<file path="src/rtl/svm_modality_scheduler.sv">
// rtl/svm_modality_scheduler.sv - issues buffered valence then arousal vectors to a shared SVM and returns the joint result
// Optional WAIT_RES watchdog: define SVM_TIMEOUT_EN.
module svm_modality_scheduler #(
  parameter int NBITS          = 16,
  parameter int F_WIDTH        = 20,
  parameter int TAG_WIDTH      = 8,
  parameter int CNT_WIDTH      = 16,
  parameter int TIMEOUT_CYCLES = 4096
) (
  input  logic                       clk,
  input  logic                       rst,
  input  logic [NBITS*F_WIDTH-1:0]   v_features,
  input  logic                       v_valid,
  output logic                       v_ready,
  input  logic [NBITS*F_WIDTH-1:0]   a_features,
  input  logic                       a_valid,
  output logic                       a_ready,
  output logic [NBITS*F_WIDTH-1:0]   svm_features,
  output logic                       svm_fin_valid,
  input  logic                       svm_fin_ready,
  input  logic                       svm_valence,
  input  logic                       svm_arousal,
  input  logic                       svm_dout_valid,
  output logic                       svm_dout_ready,
  output logic                       out_valence,
  output logic                       out_arousal,
  output logic [TAG_WIDTH-1:0]       out_tag,
  output logic [CNT_WIDTH-1:0]       out_latency,
  output logic                       out_err,
  output logic                       out_valid,
  input  logic                       out_ready,
  output logic                       busy
);

  localparam int FW = NBITS * F_WIDTH;

  typedef enum logic [2:0] {
    S_IDLE,
    S_SEND_V,
    S_SEND_A,
    S_WAIT_RES,
    S_OUT
  } state_t;

  state_t                 state_q;
  logic [FW-1:0]          v_buf_q;
  logic [FW-1:0]          a_buf_q;
  logic                   v_full_q;
  logic                   a_full_q;
  logic [TAG_WIDTH-1:0]   tag_q;
  logic [CNT_WIDTH-1:0]   cnt_q;
  logic [CNT_WIDTH-1:0]   cnt_d;
  logic                   res_val_q;
  logic                   res_aro_q;
  logic [TAG_WIDTH-1:0]   res_tag_q;
  logic [CNT_WIDTH-1:0]   res_lat_q;

`ifdef SVM_TIMEOUT_EN
  localparam int WD_W = $clog2(TIMEOUT_CYCLES + 1);
  logic [WD_W-1:0]        wd_q;
  logic                   err_q;
  assign out_err = err_q;
`else
  logic                   unused_timeout;
  assign unused_timeout = (TIMEOUT_CYCLES != 0);
  assign out_err        = 1'b0;
`endif

  assign cnt_d = (&cnt_q) ? cnt_q : cnt_q + CNT_WIDTH'(1);

  // Readiness comes only from the registered flags, so a buffer freed this cycle refills next cycle.
  assign v_ready        = !v_full_q;
  assign a_ready        = !a_full_q;
  assign svm_fin_valid  = (state_q == S_SEND_V) || (state_q == S_SEND_A);
  assign svm_features   = (state_q == S_SEND_A) ? a_buf_q : v_buf_q;
  assign svm_dout_ready = (state_q == S_WAIT_RES);
  assign out_valid      = (state_q == S_OUT);
  assign busy           = (state_q != S_IDLE);
  assign out_valence    = res_val_q;
  assign out_arousal    = res_aro_q;
  assign out_tag        = res_tag_q;
  assign out_latency    = res_lat_q;

  always_ff @(posedge clk) begin
    if (rst) begin
      state_q   <= S_IDLE;
      v_buf_q   <= '0;
      a_buf_q   <= '0;
      v_full_q  <= 1'b0;
      a_full_q  <= 1'b0;
      tag_q     <= '0;
      cnt_q     <= '0;
      res_val_q <= 1'b0;
      res_aro_q <= 1'b0;
      res_tag_q <= '0;
      res_lat_q <= '0;
`ifdef SVM_TIMEOUT_EN
      wd_q      <= '0;
      err_q     <= 1'b0;
`endif
    end else begin
      if (v_valid && !v_full_q) begin
        v_buf_q  <= v_features;
        v_full_q <= 1'b1;
      end
      if (a_valid && !a_full_q) begin
        a_buf_q  <= a_features;
        a_full_q <= 1'b1;
      end

      case (state_q)
        S_IDLE: begin
          if (v_full_q && a_full_q) begin
            state_q <= S_SEND_V;
            cnt_q   <= '0;
          end
        end
        S_SEND_V: begin
          cnt_q <= cnt_d;
          if (svm_fin_ready) begin
            v_full_q <= 1'b0;
            state_q  <= S_SEND_A;
          end
        end
        S_SEND_A: begin
          cnt_q <= cnt_d;
          if (svm_fin_ready) begin
            a_full_q <= 1'b0;
            state_q  <= S_WAIT_RES;
`ifdef SVM_TIMEOUT_EN
            wd_q     <= '0;
`endif
          end
        end
        S_WAIT_RES: begin
          cnt_q <= cnt_d;
          if (svm_dout_valid) begin
            res_val_q <= svm_valence;
            res_aro_q <= svm_arousal;
            res_tag_q <= tag_q;
            res_lat_q <= cnt_q;
            state_q   <= S_OUT;
`ifdef SVM_TIMEOUT_EN
            err_q     <= 1'b0;
`endif
          end
`ifdef SVM_TIMEOUT_EN
          // A silent SVM still yields an entry so the tag sequence stays gap-free.
          else if (wd_q == WD_W'(TIMEOUT_CYCLES - 1)) begin
            res_val_q <= 1'b0;
            res_aro_q <= 1'b0;
            res_tag_q <= tag_q;
            res_lat_q <= '1;
            err_q     <= 1'b1;
            state_q   <= S_OUT;
          end else begin
            wd_q <= wd_q + WD_W'(1);
          end
`endif
        end
        S_OUT: begin
          if (out_ready) begin
            tag_q   <= tag_q + TAG_WIDTH'(1);
            state_q <= S_IDLE;
          end
        end
        default: state_q <= S_IDLE;
      endcase
    end
  end

endmodule

</file>
<file path="config.mk">
export PLATFORM = sky130hd
export DESIGN_NAME = svm_modality_scheduler
export DESIGN_NICKNAME = d
export VERILOG_FILES = /design/src/rtl/svm_modality_scheduler.sv
export SDC_FILE = /design/constraint.sdc
export NUM_CORES = 2
export LEC_CHECK = 0
export CORE_AREA = 2 2 386 388
export CTS_CLUSTER_DIAMETER = 60
export DETAILED_ROUTE_END_ITERATION = 12
export DIE_AREA = 0 0 388 390
export GPL_ROUTABILITY_DRIVEN = 0
export PLACE_DENSITY = 0.51
export SYNTH_ARGS = -nofsm -noshare
export SYNTH_HDL_FRONTEND = slang
export SYNTH_SLANG_ARGS = --single-unit
</file>
<file path="constraint.sdc">
create_clock -name clk -period 5.7 [get_ports clk]
set_clock_uncertainty 0.2 [all_clocks]
set_input_delay 0.855 -clock clk [delete_from_list [all_inputs] [get_ports clk]]
set_output_delay 0.855 -clock clk [all_outputs]
set_load 0.1 [all_outputs]
</file>
# --- Word-level counts from Yosys, hierarchy flattened ---
# Cells that the tools add are included.
word_totals:
  regBits: 695
  input_bits: 649
  out_inout_bits: 353
  wordCells: 54
classes:
  n_addsub: 2
  n_eq_ne: 10
  mux: 16
  n_reduce_logical: 15
ops:
  columns: ["cell", "n"]
  rows:
  - ["$mux 320", 1]
  - ["$mux 16", 2]
  - ["$pmux 16 s2", 1]
  - ["$add 16x1->16 const B", 1]
  - ["$reduce_and 16->1", 1]
  - ["$mux 3", 5]
  - ["$pmux 3 s5", 1]
  - ["$ne 2x2->1 const B", 5]
  - ["$add 8x1->8 const B", 1]
  - ["$eq 3x2->1 const B", 2]
  - ["$mux 1", 6]
  - ["$reduce_and 5->1", 1]
  - ["$reduce_and 2->1", 2]
  - ["$eq 3x1->1 const B", 1]
  - ["$eq 3x3->1 const B", 1]
  - ["$logic_and 1x1->1", 3]
  - ["$logic_not 3->1", 1]
  - ["$reduce_and 3->1", 1]
  - ["$reduce_bool 3->1", 1]
  - ["$reduce_or 3->1", 1]
  - ["$logic_not 1->1", 2]
  - ["$ne 2x1->1 const B", 1]
  - ["$reduce_bool 2->1", 1]
  - ["$logic_or 1x1->1", 1]

# --- Depth between registers and ports, before layout ---
logic_depth:
  ltp_word: 5
  depth_mapped: 8
  ltp_nobuf: 6

# --- Least setup slack after synthesis ---
# Ideal clock, no wire load.
synth_path:
  path_kind: "reg2out"
  startpoint: "register state_q[0]"
  endpoint: "output svm_fin_valid"
  t_arrival_ns: 2.038
  t_required_ns: 4.645
  setup_slack_ns: 2.607
  path_stages_with_launch: 4
  n_path_buf: 1
  cell_sequence: "dfxtp_1 clkbuf_1 xnor2_1 nor2_1"
synth_via:
  elab_chain_len: 2
  word_cells_on_any_way: 3
  classes_between: "eq/ne: 2; reduce/logical: 1"
synth_lines:
  columns: ["item", "line_no", "rtl"]
  rows:
  - ["start: declaration", "45", "state_t state_q;"]
  - ["start signal: assignment", "86", "state_q <= S_IDLE;"]
  - ["start signal: assignment", "114", "state_q <= S_SEND_V;"]
  - ["start signal: assignment", "122", "state_q <= S_SEND_A;"]
  - ["$eq 3x1->1 or $eq 3x2->1 (tied branches)", "74", "assign svm_fin_valid = (state_q == S_SEND_V) || (state_q == S_SEND_A);"]
  - ["$logic_or 1x1->1 *", "74", null]
  - ["end: declaration", "19", "output logic svm_fin_valid,"]
# Mark *: on every way between the ends. The rest lies on a longest branch, timed or not.

# --- Worst setup path in the final report ---
layout_path:
  startpoint: "register state_q[1]"
  endpoint: "output svm_features[76]"
layout_via:
  elab_chain_len: 2
layout_lines:
  columns: ["item", "line_no", "rtl"]
  rows:
  - ["$eq 3x2->1", "75", "assign svm_features = (state_q == S_SEND_A) ? a_buf_q : v_buf_q;"]
  - ["$mux 320", "75", null]
  - ["end: declaration", "18", "output logic [NBITS*F_WIDTH-1:0] svm_features,"]
# No other way between the ends.

==> results summary <==
Global routing finished with a remaining overflow of 0. The fraction of post-synthesis cell area in the top cell type by area came out at 0.4997. The largest driver fanout on the critical path is 86. The largest total area in the synthesized netlist belongs to dfxtp_1.

Of the available clock period, the critical path in the final layout requires 0.8240. For this run, the leading register cell type out of synthesis is dfxtp_1. The register area share after synthesis came out at 0.4997.

Once placement finished, the instance area stood at between 30000 and 40000 um2. The worst-path cell with the longest stage delay is clkdlybuf4s50_1. The die boundary width came out at slightly below 400 um. The first global-routing pass estimated about 190000 um of wire. The number of hold buffers added after CTS is 0. The placeable core area is 147100 um2. The clock tree buffer depth is 3. The max-slew violation count came to 0. The netlist uses 52 different library cells. The clock root buffer is clkbuf_16. The starting density of the core came out at 0.1892. The worst register-to-register path begins at a_full_q. The maximum level of the CTS H-tree is 3. The final hold violation count is 0. The count of antenna-violating nets left after detailed routing is 0. The netlist area before placement came out at ~28000 um2. The count of vias placed by the detailed router is 27223. The register bit count reported by yosys is between 600 and 700.

The number of setup buffers added after CTS is 0. Setup repair after global routing left no endpoint under its margin. In the synthesized netlist the async set-or-reset flop fraction comes to 0. The number of DRC violations after detailed-routing iteration 0 is 1441.

The post-synthesis to final-layout area growth is 56.00%. The fraction of layout instances using a drive strength above 1 is 0.1606. The number of resized instances in the post-cts repair step is 0. The routed via count divided by cell count came out at between 4 and 5. The critical path is of the register to primary output type.

The clock latency on the worst-skew pair came out at 700 ps. The worst hold path terminates at v_buf_q[144]. TritonCTS built the clock tree. The number of antenna violations at the first check in global routing is 65.

The clock period minus final worst setup slack is between 4000 and 5000 ps. The average footprint of a synthesized cell came out at 8.106 um2. Across every metal layer, demand over resource in global routing totals 0.1720.

The maximum achievable frequency is about 0.21 GHz. In this run the critical register-to-register path is captured at a_buf_q[161]. Yosys attributes the largest share of cell area to dfxtp_1, nand2_1, mux2_2.

The worst-case IR drop observed on VDD is roughly 0.24 mV. Counting the fill cells in the layout gives ~16000. The number of buffers inserted by port buffering came out at 1000. In this run the worst hold path is classified as register to register. The reg-to-reg setup timing slack is between 3000 and 4000 ps. The flow ran to the end, and the final reports show no timing, DRC or antenna violations. The data arrival time of the worst path came out at around 3600 ps.

The post-route setup TNS is 0 ps. The post-route cell area is between 40000 and 50000 um2. The number of clock sinks came out at just under 700. The critical path capture point type is a primary output. The startpoint type of the worst setup path is a register. The via count of the first global-routing pass is around 27000. The post-detailed-route DRC marker count is 0.

The post-synthesis cell count is 3435. The cell count of the worst hold path came out at 2. For this run, the post-layout net count is 4956.

Summed over all layers, the routed wires come to 136600 um. The height of the die came out at 390 um. Dividing the detail-routed wire length by the instance count gives 21.56 um.

The sum of net half-perimeters after detailed placement came out at 101000 um. For this run, the slowest stage of the critical path takes about 1100 ps. The power per standard cell area came out at 378.7 nW/um2.

In this run, synthesis inferred 0 flip-flops with an integrated enable. The number of setup violations in the final report is 0. Counting cells, the worst reg-to-reg path comes to 5. After clock tree synthesis, the clock-pin slew on the worst setup and hold paths is about 60 ps.

The die footprint is 151300 um2. The top-level I/O count came out at roughly 1000. The first detailed-routing pass ran for 7 iterations. Clock tree synthesis inserted a total of 100 buffers. Walking the worst path, the cells encountered are inv_1, nor3_4, buf_12, mux2_2, clkdlybuf4s50_1. The worst min-delay path startpoint is v_buf_q[144]. Entering global routing, the biggest net connects 191 pins. The slew at the pin closest to its max-slew limit came out at ~1100 ps. The floorplan has 141 rows. The relative slew slack is 0.2684.

Yosys printed 0 warnings. The total nets after synthesis is ~4100. In this run the static leakage power is ~16 nW. The max capacitance violation total came out at 0. Data on the critical path is required at its endpoint by approximately 4600 ps.
==> cells by family (layout without fill, tap and decap cells) <==
family	count (synthesis)	count (layout)	synth area share
buffers and inverters	277	1225	0.03950
other	1	23	0.0001347
adders and majority gates	2	2	0.0008986
xor gates and xnor gates	11	11	0.003460
muxes	321	321	0.1298
DFF	695	695	0.4997
AOI/OAI and AO/OA	709	709	0.1309
and+or+nand+nor	1419	1419	0.1957
==> stage by stage <==
stage / utilization / hold slack, ps / power (mW) / worst slack [ps] / instances
after CTS: 0.2948 / 251.6 / 16.70 / 953.8 / 6313
after floorplan: - / 232.9 / 8.710 / 2607 / 3435
after detailed placement: 0.2715 / 243.9 / 10.16 / 1767 / 6133
final: 0.2952 / 250.0 / 16.45 / 1003 / 6335
after global routing: 0.2951 / 263.8 / 17.09 / 822.8 / 6329
after global placement: 0.2715 / 238.6 / 10.14 / 1847 / 6133
==> final cells by class <==
class | instances | area (um2) | area share
Multi-Input combinational cell | 2463 | 12870 | 0.2962
Inverter | 7 | 26.28 | 0.0006049
Tap cell | 1930 | 2415 | 0.05560
Sequential cell | 695 | 13910 | 0.3203
Clock inverter | 51 | 666.9 | 0.01535
Clock buffer | 129 | 2771 | 0.06381
Timing Repair Buffer | 1038 | 10720 | 0.2468
Antenna cell | 22 | 55.05 | 0.001267
==> flip-flops by register name (all words and copies together) (netlist names), 3 cells and up <==
| register | flops |
|---|---|
| out_latency | 16 |
| a_buf_q | 320 |
| out_tag | 8 |
| v_buf_q | 320 |
| cnt_q | 16 |
| tag_q | 8 |
| state_q | 3 |
==> worst max-delay path by stage <==
stage          startpoint           endpoint  cells past startpoint
6_report       state_q[1]   svm_features[76]                      5
3_3_place_gp   state_q[1]  svm_features[316]                      5
3_5_place_dp   state_q[1]   svm_features[76]                      5
2_1_floorplan  state_q[0]      svm_fin_valid                      3
4_1_cts        state_q[1]   svm_features[76]                      5
5_1_grt        state_q[1]   svm_features[73]                      5
==> cells in the final DEF (no fill, tap or decap), types with 3 or more instances in the layout <==
master,n
inv_1,7
clkbuf_1,13
clkbuf_16,100
clkbuf_8,16
a31oi_1,3
nor3_1,6
inv_6,13
nand4_1,5
a21oi_1,676
dfxtp_1,695
and3_1,4
xnor2_1,5
clkinv_16,3
nor2_1,23
clkinvlp_4,6
nand2_1,1348
buf_12,67
diode_2,22
nand3_1,9
clkdlybuf4s50_1,832
o21ai_0,8
xor2_1,6
nor4_1,3
bufinv_16,8
a311oi_1,3
mux2_2,320
a31o_2,3
clkinv_2,11
clkinv_4,5
or3_1,4
buf_4,138
==> cell usage after synthesis, drive strengths merged, types with 2 or more instances <==
master  number
a21oi      677
o21ai        8
o22ai        2
ha           2
a21o         2
a31oi        3
mux2       320
and3         4
a31o         3
xor2         6
nor2        24
nor2b        2
a311oi       3
or2          2
nand2     1350
buf         54
o31ai        2
and4         2
nand3        9
inv          7
and2         2
clkbuf     216
xnor2        5
nor4         3
nor3         7
nand4        5
dfxtp      695
or3          4
==> report_power, final <==
group          total [mW]  internal (mW)  switching [mW]
clock network        6.41           3.84            2.57
registers            5.42           5.16           0.254
logic                4.62           1.48            3.14
==> per-layer routing <==
metal  share of wire  global-route usage
met4           0.027             0.06388
met3           0.075             0.04634
met1            0.42              0.2145
met5         0.00059                   0
met2            0.48              0.2829
==> worst max-delay path, delay by kind of cell (launching register included) <==
family,cells,cell delay (ps)
buffers and inverters,3,1640
DFF,1,530
muxes,1,280
and+or+nand+nor,1,290
No activity file was read; power rests on OpenSTA's default activity.
